<file path="src/rtl/reaction_pkg.sv">
// Shared definitions for the reaction-game stimulus block.
// Holds the state encoding, default timing constants and the LFSR tap mask.
package reaction_pkg;

   typedef enum logic [1:0] {
      ST_IDLE = 2'd0,
      ST_WAIT = 2'd1,
      ST_LIT  = 2'd2
   } state_t;

   localparam int unsigned DEF_MIN_DELAY_MS = 1000;
   localparam int unsigned DEF_RAND_BITS    = 11;
   localparam int unsigned DEF_TIMEOUT_MS   = 5000;
   localparam logic [15:0] DEF_SEED         = 16'hACE1;

   // Taps 16,14,13,11 of a right-shifting Fibonacci register map to bits 0,2,3,5.
   localparam logic [15:0] LFSR_TAPS = 16'h002D;

   // An all-zero LFSR would lock up, so a zero seed is promoted to 1.
   function automatic logic [15:0] seed_fix(input logic [15:0] seed);
      return (seed == 16'd0) ? 16'd1 : seed;
   endfunction

endpackage

</file>
<file path="src/rtl/reaction_stimulus_if.sv">
// Handshake bundle between the button/tick sources, the stimulus block and the timer.
// The master side drives tick, arm and press; the slave side returns the round status.
interface reaction_stimulus_if;
   logic        tick_1ms;
   logic        arm;
   logic        press;
   logic        led;
   logic        start_pulse;
   logic        stop_pulse;
   logic        foul;
   logic        timeout;
   logic        busy;
   logic [15:0] delay_ms;

   modport master (
      output tick_1ms, arm, press,
      input  led, start_pulse, stop_pulse, foul, timeout, busy, delay_ms
   );

   modport slave (
      input  tick_1ms, arm, press,
      output led, start_pulse, stop_pulse, foul, timeout, busy, delay_ms
   );
endinterface

</file>
<file path="src/rtl/lfsr16.sv">
// Free-running 16-bit Fibonacci LFSR (taps 16,14,13,11), shifting right each clock.
// Asynchronous active-high reset loads the seed.
module lfsr16
   import reaction_pkg::*;
#(
   parameter logic [15:0] SEED = DEF_SEED
) (
   input  logic        clk,
   input  logic        reset,
   output logic [15:0] lfsr
);

   localparam logic [15:0] SEED_EFF = seed_fix(SEED);

   logic [15:0] lfsr_reg;
   logic [15:0] lfsr_next;
   logic        feedback;

   assign feedback      = ^(lfsr_reg & LFSR_TAPS);
   assign lfsr_next[15] = feedback;

   genvar gi;
   generate
      for (gi = 0; gi < 15; gi++) begin : g_shift
         assign lfsr_next[gi] = lfsr_reg[gi+1];
      end
   endgenerate

   always_ff @(posedge clk or posedge reset) begin
      if (reset) begin
         lfsr_reg <= SEED_EFF;
      end else begin
         lfsr_reg <= lfsr_next;
      end
   end

   assign lfsr = lfsr_reg;

endmodule

</file>
<file path="src/rtl/reaction_stimulus.sv">
// Reaction-game stimulus: random 1 ms-tick wait after arm, then LED plus timer start/stop pulses.
// Optional LIT timeout is built only when REACTION_TIMEOUT_EN is defined.
module reaction_stimulus
   import reaction_pkg::*;
#(
   parameter int unsigned MIN_DELAY_MS = DEF_MIN_DELAY_MS,
   parameter int unsigned RAND_BITS    = DEF_RAND_BITS,
   parameter int unsigned TIMEOUT_MS   = DEF_TIMEOUT_MS,
   parameter logic [15:0] SEED         = DEF_SEED
) (
   input  logic               clk,
   input  logic               reset,
   reaction_stimulus_if.slave bus
);

   localparam logic [15:0] RAND_MASK = 16'((32'd1 << RAND_BITS) - 32'd1);

   generate
      if ((RAND_BITS > 16) ||
          (MIN_DELAY_MS + (32'd1 << RAND_BITS) - 32'd1 > 32'd65535) ||
          (TIMEOUT_MS == 0) || (TIMEOUT_MS > 65535)) begin : g_param_check
         $error("reaction_stimulus: illegal parameter combination");
      end
   endgenerate

   logic [15:0] lfsr_value;
   logic [15:0] delay_next;

   state_t      state_reg;
   logic [15:0] count_reg;
   logic [15:0] delay_reg;
   logic        led_reg;
   logic        start_reg;
   logic        stop_reg;
   logic        foul_reg;
   logic        busy_reg;
`ifdef REACTION_TIMEOUT_EN
   logic [15:0] lit_cnt_reg;
   logic        timeout_reg;
`endif

   lfsr16 #(
      .SEED (SEED)
   ) u_lfsr (
      .clk   (clk),
      .reset (reset),
      .lfsr  (lfsr_value)
   );

   assign delay_next = 16'(MIN_DELAY_MS) + (lfsr_value & RAND_MASK);

   always_ff @(posedge clk or posedge reset) begin
      if (reset) begin
         state_reg   <= ST_IDLE;
         count_reg   <= 16'd0;
         delay_reg   <= 16'd0;
         led_reg     <= 1'b0;
         start_reg   <= 1'b0;
         stop_reg    <= 1'b0;
         foul_reg    <= 1'b0;
         busy_reg    <= 1'b0;
`ifdef REACTION_TIMEOUT_EN
         lit_cnt_reg <= 16'd0;
         timeout_reg <= 1'b0;
`endif
      end else begin
         start_reg <= 1'b0;
         stop_reg  <= 1'b0;
         case (state_reg)
            ST_IDLE: begin
               if (bus.arm) begin
                  delay_reg   <= delay_next;
                  count_reg   <= delay_next;
                  foul_reg    <= 1'b0;
                  busy_reg    <= 1'b1;
                  state_reg   <= ST_WAIT;
`ifdef REACTION_TIMEOUT_EN
                  timeout_reg <= 1'b0;
`endif
               end
            end

            // A press beats a coincident expiring tick, so it is checked first.
            ST_WAIT: begin
               if (bus.press) begin
                  foul_reg  <= 1'b1;
                  busy_reg  <= 1'b0;
                  state_reg <= ST_IDLE;
               end else if (bus.tick_1ms) begin
                  if (count_reg <= 16'd1) begin
                     count_reg   <= 16'd0;
                     led_reg     <= 1'b1;
                     start_reg   <= 1'b1;
                     state_reg   <= ST_LIT;
`ifdef REACTION_TIMEOUT_EN
                     lit_cnt_reg <= 16'd0;
`endif
                  end else begin
                     count_reg <= count_reg - 16'd1;
                  end
               end
            end

            ST_LIT: begin
               if (bus.press) begin
                  led_reg   <= 1'b0;
                  stop_reg  <= 1'b1;
                  busy_reg  <= 1'b0;
                  state_reg <= ST_IDLE;
`ifdef REACTION_TIMEOUT_EN
               end else if (bus.tick_1ms) begin
                  if (lit_cnt_reg == 16'(TIMEOUT_MS - 1)) begin
                     led_reg     <= 1'b0;
                     stop_reg    <= 1'b1;
                     busy_reg    <= 1'b0;
                     timeout_reg <= 1'b1;
                     state_reg   <= ST_IDLE;
                  end else begin
                     lit_cnt_reg <= lit_cnt_reg + 16'd1;
                  end
`endif
               end
            end

            default: begin
               state_reg <= ST_IDLE;
               led_reg   <= 1'b0;
               busy_reg  <= 1'b0;
            end
         endcase
      end
   end

   assign bus.led         = led_reg;
   assign bus.start_pulse = start_reg;
   assign bus.stop_pulse  = stop_reg;
   assign bus.foul        = foul_reg;
   assign bus.busy        = busy_reg;
   assign bus.delay_ms    = delay_reg;
`ifdef REACTION_TIMEOUT_EN
   assign bus.timeout     = timeout_reg;
`else
   assign bus.timeout     = 1'b0;
`endif

endmodule

</file>
<file path="src/flat_wrapper.sv">
// flat-port wrapper written by rule: the top's interface ports become plain ports
module reaction_stimulus_flat import reaction_pkg::*;
#(
   parameter int unsigned MIN_DELAY_MS = DEF_MIN_DELAY_MS,
   parameter int unsigned RAND_BITS    = DEF_RAND_BITS,
   parameter int unsigned TIMEOUT_MS   = DEF_TIMEOUT_MS,
   parameter logic [15:0] SEED         = DEF_SEED
)
  (clk, reset, bus_tick_1ms, bus_arm, bus_press, bus_led, bus_start_pulse, bus_stop_pulse, bus_foul, bus_timeout, bus_busy, bus_delay_ms);
  reaction_stimulus_if bus_i ();
  input  logic clk;
  input  logic reset;
  input wire logic [$bits(bus_i.tick_1ms)-1:0] bus_tick_1ms;
  input wire logic [$bits(bus_i.arm)-1:0] bus_arm;
  input wire logic [$bits(bus_i.press)-1:0] bus_press;
  output wire logic [$bits(bus_i.led)-1:0] bus_led;
  output wire logic [$bits(bus_i.start_pulse)-1:0] bus_start_pulse;
  output wire logic [$bits(bus_i.stop_pulse)-1:0] bus_stop_pulse;
  output wire logic [$bits(bus_i.foul)-1:0] bus_foul;
  output wire logic [$bits(bus_i.timeout)-1:0] bus_timeout;
  output wire logic [$bits(bus_i.busy)-1:0] bus_busy;
  output wire logic [$bits(bus_i.delay_ms)-1:0] bus_delay_ms;
  assign bus_i.tick_1ms = bus_tick_1ms;
  assign bus_i.arm = bus_arm;
  assign bus_i.press = bus_press;
  assign bus_led = bus_i.led;
  assign bus_start_pulse = bus_i.start_pulse;
  assign bus_stop_pulse = bus_i.stop_pulse;
  assign bus_foul = bus_i.foul;
  assign bus_timeout = bus_i.timeout;
  assign bus_busy = bus_i.busy;
  assign bus_delay_ms = bus_i.delay_ms;
  reaction_stimulus #(.MIN_DELAY_MS(MIN_DELAY_MS), .RAND_BITS(RAND_BITS), .TIMEOUT_MS(TIMEOUT_MS), .SEED(SEED)) u_core (.clk(clk), .reset(reset), .bus(bus_i));
endmodule
</file>
<file path="config.mk">
export PLATFORM = sky130hd
export DESIGN_NAME = reaction_stimulus_flat
export DESIGN_NICKNAME = d
export VERILOG_FILES = /design/src/rtl/reaction_pkg.sv /design/src/rtl/reaction_stimulus_if.sv /design/src/rtl/lfsr16.sv /design/src/rtl/reaction_stimulus.sv /design/src/flat_wrapper.sv
export SDC_FILE = /design/constraint.sdc
export NUM_CORES = 1
export LEC_CHECK = 0
export BUFFER_PORTS_ARGS = -buffer_cell sky130_fd_sc_hd__buf_2
export CELL_PAD_IN_SITES_DETAIL_PLACEMENT = 1
export CELL_PAD_IN_SITES_GLOBAL_PLACEMENT = 2
export CORE_MARGIN = 2
export CORE_UTILIZATION = 35
export DETAILED_ROUTE_END_ITERATION = 10
export HOLD_SLACK_MARGIN = 0.15
export PLACE_DENSITY = 0.72
export SYNTH_ARGS = -nofsm -noshare
export SYNTH_HDL_FRONTEND = slang
export SYNTH_HIERARCHICAL = 1
export SYNTH_SLANG_ARGS = --single-unit
</file>
<file path="constraint.sdc">
create_clock -name clk -period 2.63 [get_ports clk]
set_input_delay 0.3945 -clock clk [delete_from_list [all_inputs] [get_ports clk]]
set_output_delay 0.3945 -clock clk [all_outputs]
set_load 0.01 [all_outputs]
</file>
; ---- Word-level counts from Yosys, hierarchy flattened
; Index checks and enable logic that the tools add are counted.
[word_totals]
ff_bits = 55
inputBits = 5
output_inout_bits = 22
[op_classes]
addsub = 2
magnitude_cmp = 1
n_eq_ne = 11
n_mux = 27
n_bitwise = 1
reduce_logical = 10
[op_table]
columns = operator, n
row1 = $mux W16, 4
row2 = $pmux W16 S2, 1
row3 = $le A16 B1 Y1 const B, 1
row4 = $reduce_xor A16 Y1, 1
row5 = $sub A16 B1 Y16 const B, 1
row6 = $mux W1, 13
row7 = $add A10 B11 Y12 const A, 1
row8 = $mux W2, 5
row9 = $ne A2 B2 Y1 const B, 5
row10 = $reduce_and A4 Y1, 2
row11 = $pmux W2 S3, 1
row12 = $reduce_and A5 Y1, 1
row13 = $ne A2 B1 Y1 const B, 2
row14 = $pmux W1 S2, 2
row15 = $reduce_and A2 Y1, 2
row16 = $ne A3 B2 Y1 const B, 1
row17 = $ne A3 B3 Y1 const B, 1
row18 = $pmux W1 S3, 1
row19 = $reduce_and A3 Y1, 1
row20 = $eq A2 B1 Y1 const B, 1
row21 = $eq A2 B2 Y1 const B, 1
row22 = $logic_not A2 Y1, 1
row23 = $reduce_bool A2 Y1, 1
row24 = $reduce_or A2 Y1, 1
row25 = $not A1 Y1, 1

; ---- Longest topological paths before layout
; Gate-level depths: netlist (run 1).
[depth]
word_depth = 5
depth_mapped = 8
ltp_nobuf = 7

; ---- Modules after synthesis
; Netlist (run 1), hierarchy kept.
[modules_own_cells]
columns = mod, n_inst, cells_per_inst, area_each_um2
row1 = reaction_stimulus, 1, 206, 1966.9
row2 = lfsr16, 1, 20, 440.4

; ---- Worst setup path after synthesis (run 1)
; OpenSTA, ideal clock, no wires.
[synth_timing]
kind = register to register
start = register u_core.count_reg[2]
end = register u_core.state_reg[0]
setup_ns = 0.126
arrival_ns = 1.853
required_ns = 2.504
slack_ns = 0.651
stages_incl_launch_ff = 6
path_buffers = 0
cell_sequence = dfrtp_1 -> or4_1 -> or3_4 -> nor3_4 -> a21oi_1 -> o32a_1
[synth_via]
elab_chain_cells = 3
[synth_rtl]
columns = element, line
row1 = start: declaration, reaction_stimulus.sv:30  ; logic [15:0] count_reg;
row2 = start signal: assignment, reaction_stimulus.sv:73  ; count_reg <= delay_next;
row3 = start signal: assignment, reaction_stimulus.sv:99  ; count_reg <= count_reg - 16'd1;
row4 = $le A16 B1 Y1, reaction_stimulus.sv:90  ; if (count_reg <= 16'd1) begin
row5 = $ne A3 B2 Y1 (no line), -
row6 = $reduce_and A4 Y1 (no line), -
row7 = end signal: assignment, reaction_stimulus.sv:88  ; state_reg <= ST_IDLE;
row8 = end signal: assignment, reaction_stimulus.sv:94  ; state_reg <= ST_LIT;
row9 = end signal: assignment, reaction_stimulus.sv:109  ; state_reg <= ST_IDLE;
row10 = end: declaration, reaction_stimulus.sv:29  ; state_t state_reg;
; Every way passes these cells.
; A chain may end at the register's enable or synchronous reset.

; ---- Final worst setup path (run 1)
[layout_timing]
start = register u_core.count_reg[10]
end = register u_core.count_reg[4]
[layout_via]
elab_chain_cells = 5
[layout_rtl]
columns = element, line
row1 = $le A16 B1 Y1, reaction_stimulus.sv:90
row2 = $mux W16, reaction_stimulus.sv:90
row3 = $mux W16, reaction_stimulus.sv:89  ; end else if (bus.tick_1ms) begin
row4 = $mux W16, reaction_stimulus.sv:85  ; if (bus.press) begin
row5 = $pmux W16 S2, reaction_stimulus.sv:69  ; case (state_reg)
; Every way passes these cells. The select of a mux whose other input is x is not followed.

==> results.txt, run 1 <==
The max-slew violation total from the final report came out at 0. The initial cell density of the core is 0.358. At the worst endpoint, the required time is 2.82 ns. The total global-route track usage is 0.165. The peak clock frequency supported by timing came out at roughly 430 MHz. The floorplan die width came out at 86.9 um. The maximum number of pins on one net before global-route repair is 36. The residual antenna-violating net count after detailed routing came out at 0. The net count of the finished layout is approximately 260. The detailed-routing iteration count for the pre-antenna-repair pass came out at 4. The worst slew margin relative to its limit is 0.585. The CTS tree is done.

Buffers inserted during clock tree synthesis total 5. Between clock sinks in the finished design, the worst skew comes to 0.0123 ns. The number of synthesized flops with an enable pin is 0. By area the synthesized netlist is led by sky130_fd_sc_hd__dfrtp_1, sky130_fd_sc_hd__dfstp_2, sky130_fd_sc_hd__xnor2_1.

The share of the cycle needed by the critical path after routing came out at 0.886. OpenSTA, run right after detailed placement, puts the worst setup slack at 0.354 ns. For this run, the number of Yosys warnings is 6.

In this run, synthesis produced a sequential element count of 51. The cell area after synthesis came out at 2410 um^2. After routing, the total negative slack on setup checks comes to 0 ns. Counting along the longest clock path gives a buffer depth of 2. The worst supply voltage drop on vdd is 0.000259 V. The global-route wire length before repair came out at between 9 and 10 mm.

The largest total area in the synthesized netlist belongs to sky130_fd_sc_hd__dfrtp_1. The design draws 2.61 mW. The number of diodes added for antenna fixing came out at 0. The remaining global-route overflow is 0. The number of standard-cell rows in the floorplan is 30.

The critical path endpoint category is a flip-flop. STA classifies the critical path startpoint as a flip-flop. Of the total synthesized cell area, the portion taken by AND, OR, NAND and NOR gates is 0.151. In the final layout, the share of cells above drive strength 1 is 0.209. The number of antenna violations at the first check in global routing came out at 0.

At the pin with the least slew margin, the transition time is 0.616 ns. The number of unique standard cell types used by synthesis came out at between 50 and 60. Once the clock tree was built, the resizer swapped 0 gates to a different size.

The worst hold slack came out at 0.358 ns. The critical path in this run is classified as reg -> reg. The parity-gate share of the synthesized area counting xor and xnor cells came out at 0.0473. The tightest min-delay check is of the reg -> reg type. The mux share of post-synthesis cell area is 0.0229. The maximum fanout along the worst path came out at 14.

The endpoint identified for the worst register-to-register timing path is u_core/count_reg[4]. The tool flagged a number of max-cap violations equal to 0. The synthesized-area fraction occupied by ao, oa, aoi and oai cells came out at 0.167.

The core box area is 6720 um^2. The setup slack of the worst register-to-register path is 0.30 ns. The worst hold path passes through 0 cells. In the routed layout, each cell is associated on average with a via count of 5.38. The via count of the first global-routing pass came out at 1847.

The average size of a mapped cell is 10.7 um^2. The most used flip-flop cell after synthesis is sky130_fd_sc_hd__dfrtp_1. The DRC violations left came out at 0. The sequential cell area fraction in the yosys report came out at 0.534. For this run, asynchronously set or reset flops after synthesis account for 1.00. The routed wire length per instance is 17.0 um. The main combinational cell family by area after synthesis is compound AO/OA/AOI/OAI gates. The share of synthesized area in the top cell type comes to 0.447. The static leakage power came out at ~1.3 nW. Synthesis handed over a netlist of ~230 instances. The count of boundary I/O pins came out at 27. The floorplan step defined a die boundary enclosing 7560 um^2. The worst reg2reg path depth came out at 5. The total length of routed wires came out at 5.66 mm.

The area added between synthesis and finish came out at 13.1%. Data on the critical path arrives at its endpoint at 2.52 ns. The worst hold path begins at u_core/u_lfsr/lfsr[12].

The setup slack of the critical path after layout is 0.300 ns. The detailed router placed 1796 vias in this run. The half-perimeter wire length after placement came out at 4.06 mm. In this run the clock root is driven by a sky130_fd_sc_hd__clkbuf_8. Setup repair after global routing left no endpoint under its margin. The clock latency at the later pin of the worst-skew pair came out at 0.31 ns.

The total of buffers placed on input and output ports is 21. The adder-cell share of the synthesized area is 0.0312. The routability congestion estimate from global placement is 0.835. The die is 86.9 um tall.

The clock-pin slew of the registers on the worst-case setup and hold paths came out at 0.10 ns. The time the worst path needs with I/O delays and setup came out at 2.33 ns. The final number of hold-violating endpoints is 0. The flow ran to the end, and the final reports show no timing, DRC or antenna violations. The number of setup violations in the final report came out at 0. The number of clock sinks is between 50 and 60. The ratio of total power to cell area is about 960 nW/um^2.

The worst hold path terminates at u_core/u_lfsr/lfsr[11]. For this block, the initial DRC count from the detailed router was 63. The reg-to-reg startpoint is u_core/count_reg[10]. The depth of the CTS H-tree is 2.
## cell families after synthesis
group | after synthesis
compound gates | 59
xor+xnor | 13
fa+ha+maj | 6
buf+inv | 23
flops | 51
mux | 5
other cells | 1
simple gates | 68
## stage by stage
stage / utilization / instances / instance area, um^2
6_report: 0.405 / 334 / 2720
2_1_floorplan: - / 230 / 2420
5_1_grt: 0.405 / 334 / 2720
3_3_place_gp: 0.387 / 325 / 2600
4_1_cts: 0.405 / 334 / 2720
3_5_place_dp: 0.387 / 325 / 2600
## timing repair
item / in CTS / in global routing
buffers inserted: 0 / 0
hold buffers: 1 / 0
hold endpoints to repair: 3 / 0
## cell usage after synthesis, types with 4 or more instances
library cell	instances
sky130_fd_sc_hd__buf_4	6
sky130_fd_sc_hd__clkbuf_1	4
sky130_fd_sc_hd__dfrtp_1	43
sky130_fd_sc_hd__dfstp_2	8
sky130_fd_sc_hd__xnor2_1	10
sky130_fd_sc_hd__nor3_1	9
sky130_fd_sc_hd__ha_1	6
sky130_fd_sc_hd__a21o_1	4
sky130_fd_sc_hd__o22ai_1	4
sky130_fd_sc_hd__nand2_1	14
sky130_fd_sc_hd__or3_1	4
sky130_fd_sc_hd__o21ai_0	15
sky130_fd_sc_hd__inv_1	12
sky130_fd_sc_hd__a21oi_1	11
sky130_fd_sc_hd__nor2_1	19
sky130_fd_sc_hd__a22o_1	4
sky130_fd_sc_hd__mux2_2	4
## power breakdown
| part | total (mW) | leakage (nW) | internal, mW | switching, mW |
|---|---|---|---|---|
| Combinational | 0.976 | 0.583 | 0.382 | 0.594 |
| Sequential | 1.07 | 0.643 | 0.937 | 0.130 |
| Clock | 0.564 | 0.0558 | 0.288 | 0.276 |
## how the worst max path moves through the flow
| stage | from | end | slack (ns) | cells after the start |
|---|---|---|---|---|
| after floorplan | u_core/count_reg[2] | u_core/state_reg[0] | 0.65 | 5 |
| after global placement | u_core/count_reg[10] | u_core/count_reg[4] | 0.35 | 5 |
| after detailed placement | u_core/count_reg[10] | u_core/count_reg[4] | 0.35 | 5 |
| after CTS | u_core/count_reg[10] | u_core/count_reg[4] | 0.31 | 5 |
| after global routing | u_core/count_reg[10] | u_core/count_reg[4] | 0.13 | 5 |
| final | u_core/count_reg[10] | u_core/count_reg[4] | 0.30 | 5 |
## placed cells by master (no fill, tap or decap), types with 2 or more instances in the layout
cell type                   n
sky130_fd_sc_hd__dfrtp_1   43
sky130_fd_sc_hd__buf_2     21
sky130_fd_sc_hd__nor2_1    19
sky130_fd_sc_hd__o21ai_0   15
sky130_fd_sc_hd__nand2_1   14
sky130_fd_sc_hd__inv_1     12
sky130_fd_sc_hd__a21oi_1   11
sky130_fd_sc_hd__xnor2_1   10
sky130_fd_sc_hd__nor3_1     9
sky130_fd_sc_hd__dfstp_2    8
sky130_fd_sc_hd__ha_1       6
sky130_fd_sc_hd__clkbuf_8   5
sky130_fd_sc_hd__conb_1     5
sky130_fd_sc_hd__buf_4      5
sky130_fd_sc_hd__or3_1      4
sky130_fd_sc_hd__a21o_1     4
sky130_fd_sc_hd__o22ai_1    4
sky130_fd_sc_hd__a22o_1     4
sky130_fd_sc_hd__mux2_2     4
sky130_fd_sc_hd__nor2b_1    3
sky130_fd_sc_hd__nor4_1     3
sky130_fd_sc_hd__a221o_1    3
sky130_fd_sc_hd__nand3_1    3
sky130_fd_sc_hd__xor2_1     3
sky130_fd_sc_hd__o32a_1     3
sky130_fd_sc_hd__o41ai_1    2
sky130_fd_sc_hd__or4_4      2
sky130_fd_sc_hd__a31oi_1    2
## per-layer routing
metal | up-vias | track usage | routed length, um
met5 | - | 0 | 0
met3 | 4 | 0.0256 | 168
met1 | 902 | 0.237 | 2770
met2 | 32 | 0.257 | 2660
met4 | 0 | 0.0469 | 65
li1 | 858 | - | -
## final cells by class
cell class,count,area (um^2)
clock buffers,6,72.6
well taps,80,100
fillers,760,4000
inverters,12,45.0
repair buffers,27,153
multi-input cells,156,1030
clock inverters,2,38.8
flip-flops and latches,51,1290
## critical path, stage by stage (launching register included)
cell and delay [ns]:
sky130_fd_sc_hd__dfrtp_1 0.48, sky130_fd_sc_hd__or4_4 0.60, sky130_fd_sc_hd__nor2_1 0.23, sky130_fd_sc_hd__a21o_1 0.43, sky130_fd_sc_hd__o21ai_0 0.16, sky130_fd_sc_hd__a221o_1 0.31
Note: power is estimated with default switching activity, not from simulation.
==> run 2: changes to the inputs <==
--- a/config.mk
+++ b/config.mk
@@ -5,14 +5,15 @@
 export SDC_FILE = /design/constraint.sdc
 export NUM_CORES = 1
 export LEC_CHECK = 0
+export ABC_AREA = 1
 export BUFFER_PORTS_ARGS = -buffer_cell sky130_fd_sc_hd__buf_2
 export CELL_PAD_IN_SITES_DETAIL_PLACEMENT = 1
 export CELL_PAD_IN_SITES_GLOBAL_PLACEMENT = 2
 export CORE_MARGIN = 2
-export CORE_UTILIZATION = 35
+export CORE_UTILIZATION = 34
 export DETAILED_ROUTE_END_ITERATION = 10
 export HOLD_SLACK_MARGIN = 0.15
-export PLACE_DENSITY = 0.72
+export PLACE_DENSITY = 0.76
 export SYNTH_ARGS = -nofsm -noshare
 export SYNTH_HDL_FRONTEND = slang
 export SYNTH_HIERARCHICAL = 1
==> run 2 against run 1 <==
- critical path depth increased by 4
- flip-flop and latch count is the same
- setup slack better by 0.34 ns
- critical path type unchanged
- largest cell class unchanged
- highest routed layer unchanged
==> results.txt, run 2 <==
The run finished with clean final reports. The worst setup path is of the reg -> reg kind. The vertical die dimension came out at 93.4 um (+7.4%).

The number of synthesized flops with an enable pin was 0 (unchanged). The total negative slack for setup checks is 0 ns (unchanged). The startpoint identified for the worst register-to-register timing path is u_core/state_reg[1]. The number of vias in the routed layout came out at 2223 (+24%). The floorplan die width is 93.4 um (+7.4%). The signal on the critical path passes through inv_1 -> ha_1 -> nand2_4 -> o21ai_2 -> nand2_2 -> inv_2 -> nand4_1 -> nor2_1 -> nor2_1. The total global-route track usage is 0.170 (+0.00559).

The number of fill cells in the layout came out at 967 (+27%). The instance count after placement with tap cells included is 470 (+45%). The number of setup violations in the final report came to 0 (unchanged). In the layout the commonest cells are sky130_fd_sc_hd__nand2_1, sky130_fd_sc_hd__nor2_1, sky130_fd_sc_hd__inv_1. The warning count from the yosys run was 6 (unchanged). The CTS tree is done. The post-route total power is 2.75 mW (+5.6%). The number of buffers inserted during clock tree synthesis is 5 (unchanged). The number of gates resized after cts is 0 (unchanged). The peak clock frequency supported by timing is 503 MHz (+17%).

The worst setup timing slack at the placement stage is 0.626 ns (+0.272 ns). The count of boundary I/O pins came out at 27 (unchanged). The setup slack of the worst register-to-register path came to 0.64 ns (+0.34 ns). The clock-pin slew of the registers on the worst-case setup and hold paths came to 0.10 ns (about the same).

The via density per instance came to 4.64 (-14%). The half-perimeter wire length after placement came out at 5.14 mm (+27%). The cell area after synthesis came out at 2720 um^2 (+13%).

The number of clock sinks is 51 (unchanged). By count the netlist is led by sky130_fd_sc_hd__nand2_1, sky130_fd_sc_hd__nor2_1, sky130_fd_sc_hd__inv_1. The buffering stage count on the worst path with inverters included is 2 (+2). The slew of the pin with the lowest slew margin is 0.554 ns (-0.0622 ns). The DRC violations left came out at 0 (unchanged).

The worst hold path begins at bus_press. The setup slack of the critical path after layout is 0.643 ns (+0.343 ns). The net count of the finished layout is 387 (+47%). The residual antenna-violating net count after detailed routing came out at 0 (unchanged).

The clock tree skew after final layout came out at 0.00767 ns (-0.00460 ns). The number of cells produced by synthesis is 350 (+55%). The most numerous cell type found on the critical path is sky130_fd_sc_hd__nor2_1. The top cell type by total area after synthesis is sky130_fd_sc_hd__dfrtp_1.

The depth of the CTS H-tree is 2 (unchanged). The non-filler instance count after layout is 479 (+43%). The area of all placed cells without fillers was 3020 um^2 (+11%). The worst slew margin relative to its limit was 0.630 (+0.0448).

The detailed-routing iteration count for the pre-antenna-repair pass was 4 (unchanged). The element type at the critical path start is a flip-flop. The sequential cell area fraction in the yosys report was 0.473 (-0.0610).

The worst path required time is 2.83 ns (about the same). The post-place instance area is 2910 um^2 (+12%). Leaving out fill and tap cells, the most frequent cell in the layout is sky130_fd_sc_hd__nand2_1. The initial cell density of the core came to 0.352 (-0.00660). The overall die area is 8720 um^2 (+15%).

The worst setup path is captured at a flip-flop. The share of the cycle needed by the critical path after routing came out at 0.756 (-0.130). The number of standard-cell rows in the floorplan came to 32 (+6.7%). The worst supply voltage drop on vdd came to 0.000348 V (+34%).

The maximum number of pins on one net before global-route repair came to 36 (unchanged). The final number of hold-violating endpoints came out at 0 (unchanged). The clock tree root driver cell is sky130_fd_sc_hd__clkbuf_8. The remaining global-route overflow is 0 (unchanged). The post-synthesis register bit count is 51 (unchanged). The time the worst path needs with I/O delays and setup is 1.99 ns (-0.343 ns). The fraction of synthesized cell area taken by the top area cell type is 0.396 (-0.0510). The stage delay of the slowest cell on the critical path is 0.41 ns (-0.19 ns).

The ratio of total power to cell area is 913 nW/um^2 (-4.7%). The worst reg2reg path depth came to 9 (+4). The maximum buffer depth of the clock tree is 2 (unchanged). The worst path arrival time is 2.19 ns (-0.33 ns). The path with the worst hold slack has its endpoint at u_core/bus.stop_pulse. The routed wire length per instance came out at 14.1 um (-17%). In the post-synthesis netlist, the biggest area contributors are sky130_fd_sc_hd__dfrtp_1, sky130_fd_sc_hd__nand2_1, sky130_fd_sc_hd__dfstp_2. In this run the worst hold path is classified as in -> reg. The maximum fanout along the worst path is 16 (+2). The post-synthesis async set-or-reset flop share was 1.00 (unchanged). The clock latency at the later pin of the worst-skew pair came to 0.30 ns (about the same). The flip-flop cell with the highest count after synthesis is sky130_fd_sc_hd__dfrtp_1.

The via count of the first global-routing pass is 2339 (+27%). In this run the critical register-to-register path is captured at u_core/count_reg[13]. The cell family contributing the most delay on the critical path is simple AND/OR/NAND/NOR gates.

The total length of routed wires is 6.74 mm (+19%). The total of buffers placed on input and output ports is 21 (unchanged). The detailed router's first-iteration violation count was 83 (+32%).

The standard cell with the maximum stage delay on the critical path is sky130_fd_sc_hd__dfrtp_1. The core box area is 7730 um^2 (+15%). The fraction of layout cells with a size suffix above 1 came to 0.167 (-0.0416). By instance count, the leading cell after synthesis is sky130_fd_sc_hd__nand2_1.

The number of unique standard cell types used by synthesis came to 32 (-37%). The static leakage power is 1.62 nW (+26%). The number of maximum-capacitance constraint violations came out at 0 (unchanged). Setup repair after global routing left no endpoint under its margin. The global-route wire length before repair came to 11.6 mm (+21%).

The average size of a mapped cell is 7.76 um^2 (-27%). The number of antenna violations at the first check in global routing came out at 0 (unchanged). The max-slew violation total from the final report came to 0 (unchanged). Relative to the synthesized area, the layout overhead comes to 11.0%. The cell depth of the worst min-delay path came out at 3 (+3).

The number of diodes added for antenna fixing came to 0 (unchanged). The routability congestion estimate from global placement is 0.798 (-4.4%).
[run 2: cell type report]
cell class,instances,area [um^2],area share
multi-input combinational,244,1190,0.394
tap,102,128,0.0423
sequential,51,1290,0.427
inverter,49,184,0.0610
clock buffer,5,68.8,0.0228
clock inverter,3,23.8,0.00788
timing repair buffer,25,138,0.0456
[run 2: how the worst max path moves through the flow]
| stage | from | end | slack [ns] | cells after the start |
|---|---|---|---|---|
| 2_1_floorplan | u_core/state_reg[1] | u_core/count_reg[15] | 1.15 | 11 |
| 3_3_place_gp | u_core/state_reg[1] | u_core/count_reg[13] | 0.74 | 10 |
| 3_5_place_dp | u_core/state_reg[1] | u_core/count_reg[13] | 0.63 | 9 |
| 4_1_cts | u_core/state_reg[1] | u_core/count_reg[13] | 0.60 | 9 |
| 5_1_grt | u_core/state_reg[1] | u_core/count_reg[13] | 0.44 | 9 |
| 6_report | u_core/state_reg[1] | u_core/count_reg[13] | 0.64 | 9 |
[run 2: kinds of logic after synthesis]
group / count (synthesis) / share of synthesized area
DFF: 51 / 0.473
and+or+nand+nor: 197 / 0.315
AOI/OAI and AO/OA: 32 / 0.0741
other: 1 / 0.00138
xor gates and xnor gates: 4 / 0.0129
buffers and inverters: 59 / 0.0953
adders and majority gates: 6 / 0.0276
[run 2: tightest hold or removal path, cell delays in order]
cell and delay (ns):
sky130_fd_sc_hd__buf_2 0.13, sky130_fd_sc_hd__nand2_1 0.07, sky130_fd_sc_hd__inv_1 0.03
[run 2: per-layer routing]
metal / up-vias / global-route usage / wire length [um] / part of all wire
met4: 0 / 0.0441 / 93 / 0.014
met3: 6 / 0.0306 / 185 / 0.027
met5: - / 0 / 0 / 0
met2: 21 / 0.294 / 3260 / 0.48
met1: 1078 / 0.219 / 3210 / 0.48
li1: 1118 / - / - / -
[run 2: stage by stage]
stage	util	hold WS, ns
floorplan	-	0.303
CTS	0.390	0.349
finish	0.390	0.352
detailed placement	0.377	0.339
global route	0.390	0.361
global placement	0.377	0.340
[run 2: repair_timing]
action,CTS,global route
hold endpoints to repair,3,0
hold buffers,1,0
setup buffers,0,0
[run 2: power by group]
group	switching, mW	total, mW	internal (mW)	leakage (nW)
Sequential	0.153	1.10	0.945	0.628
Clock	0.274	0.467	0.193	0.0461
Combinational	0.789	1.19	0.400	0.945
Total	1.22	2.75	1.54	1.62
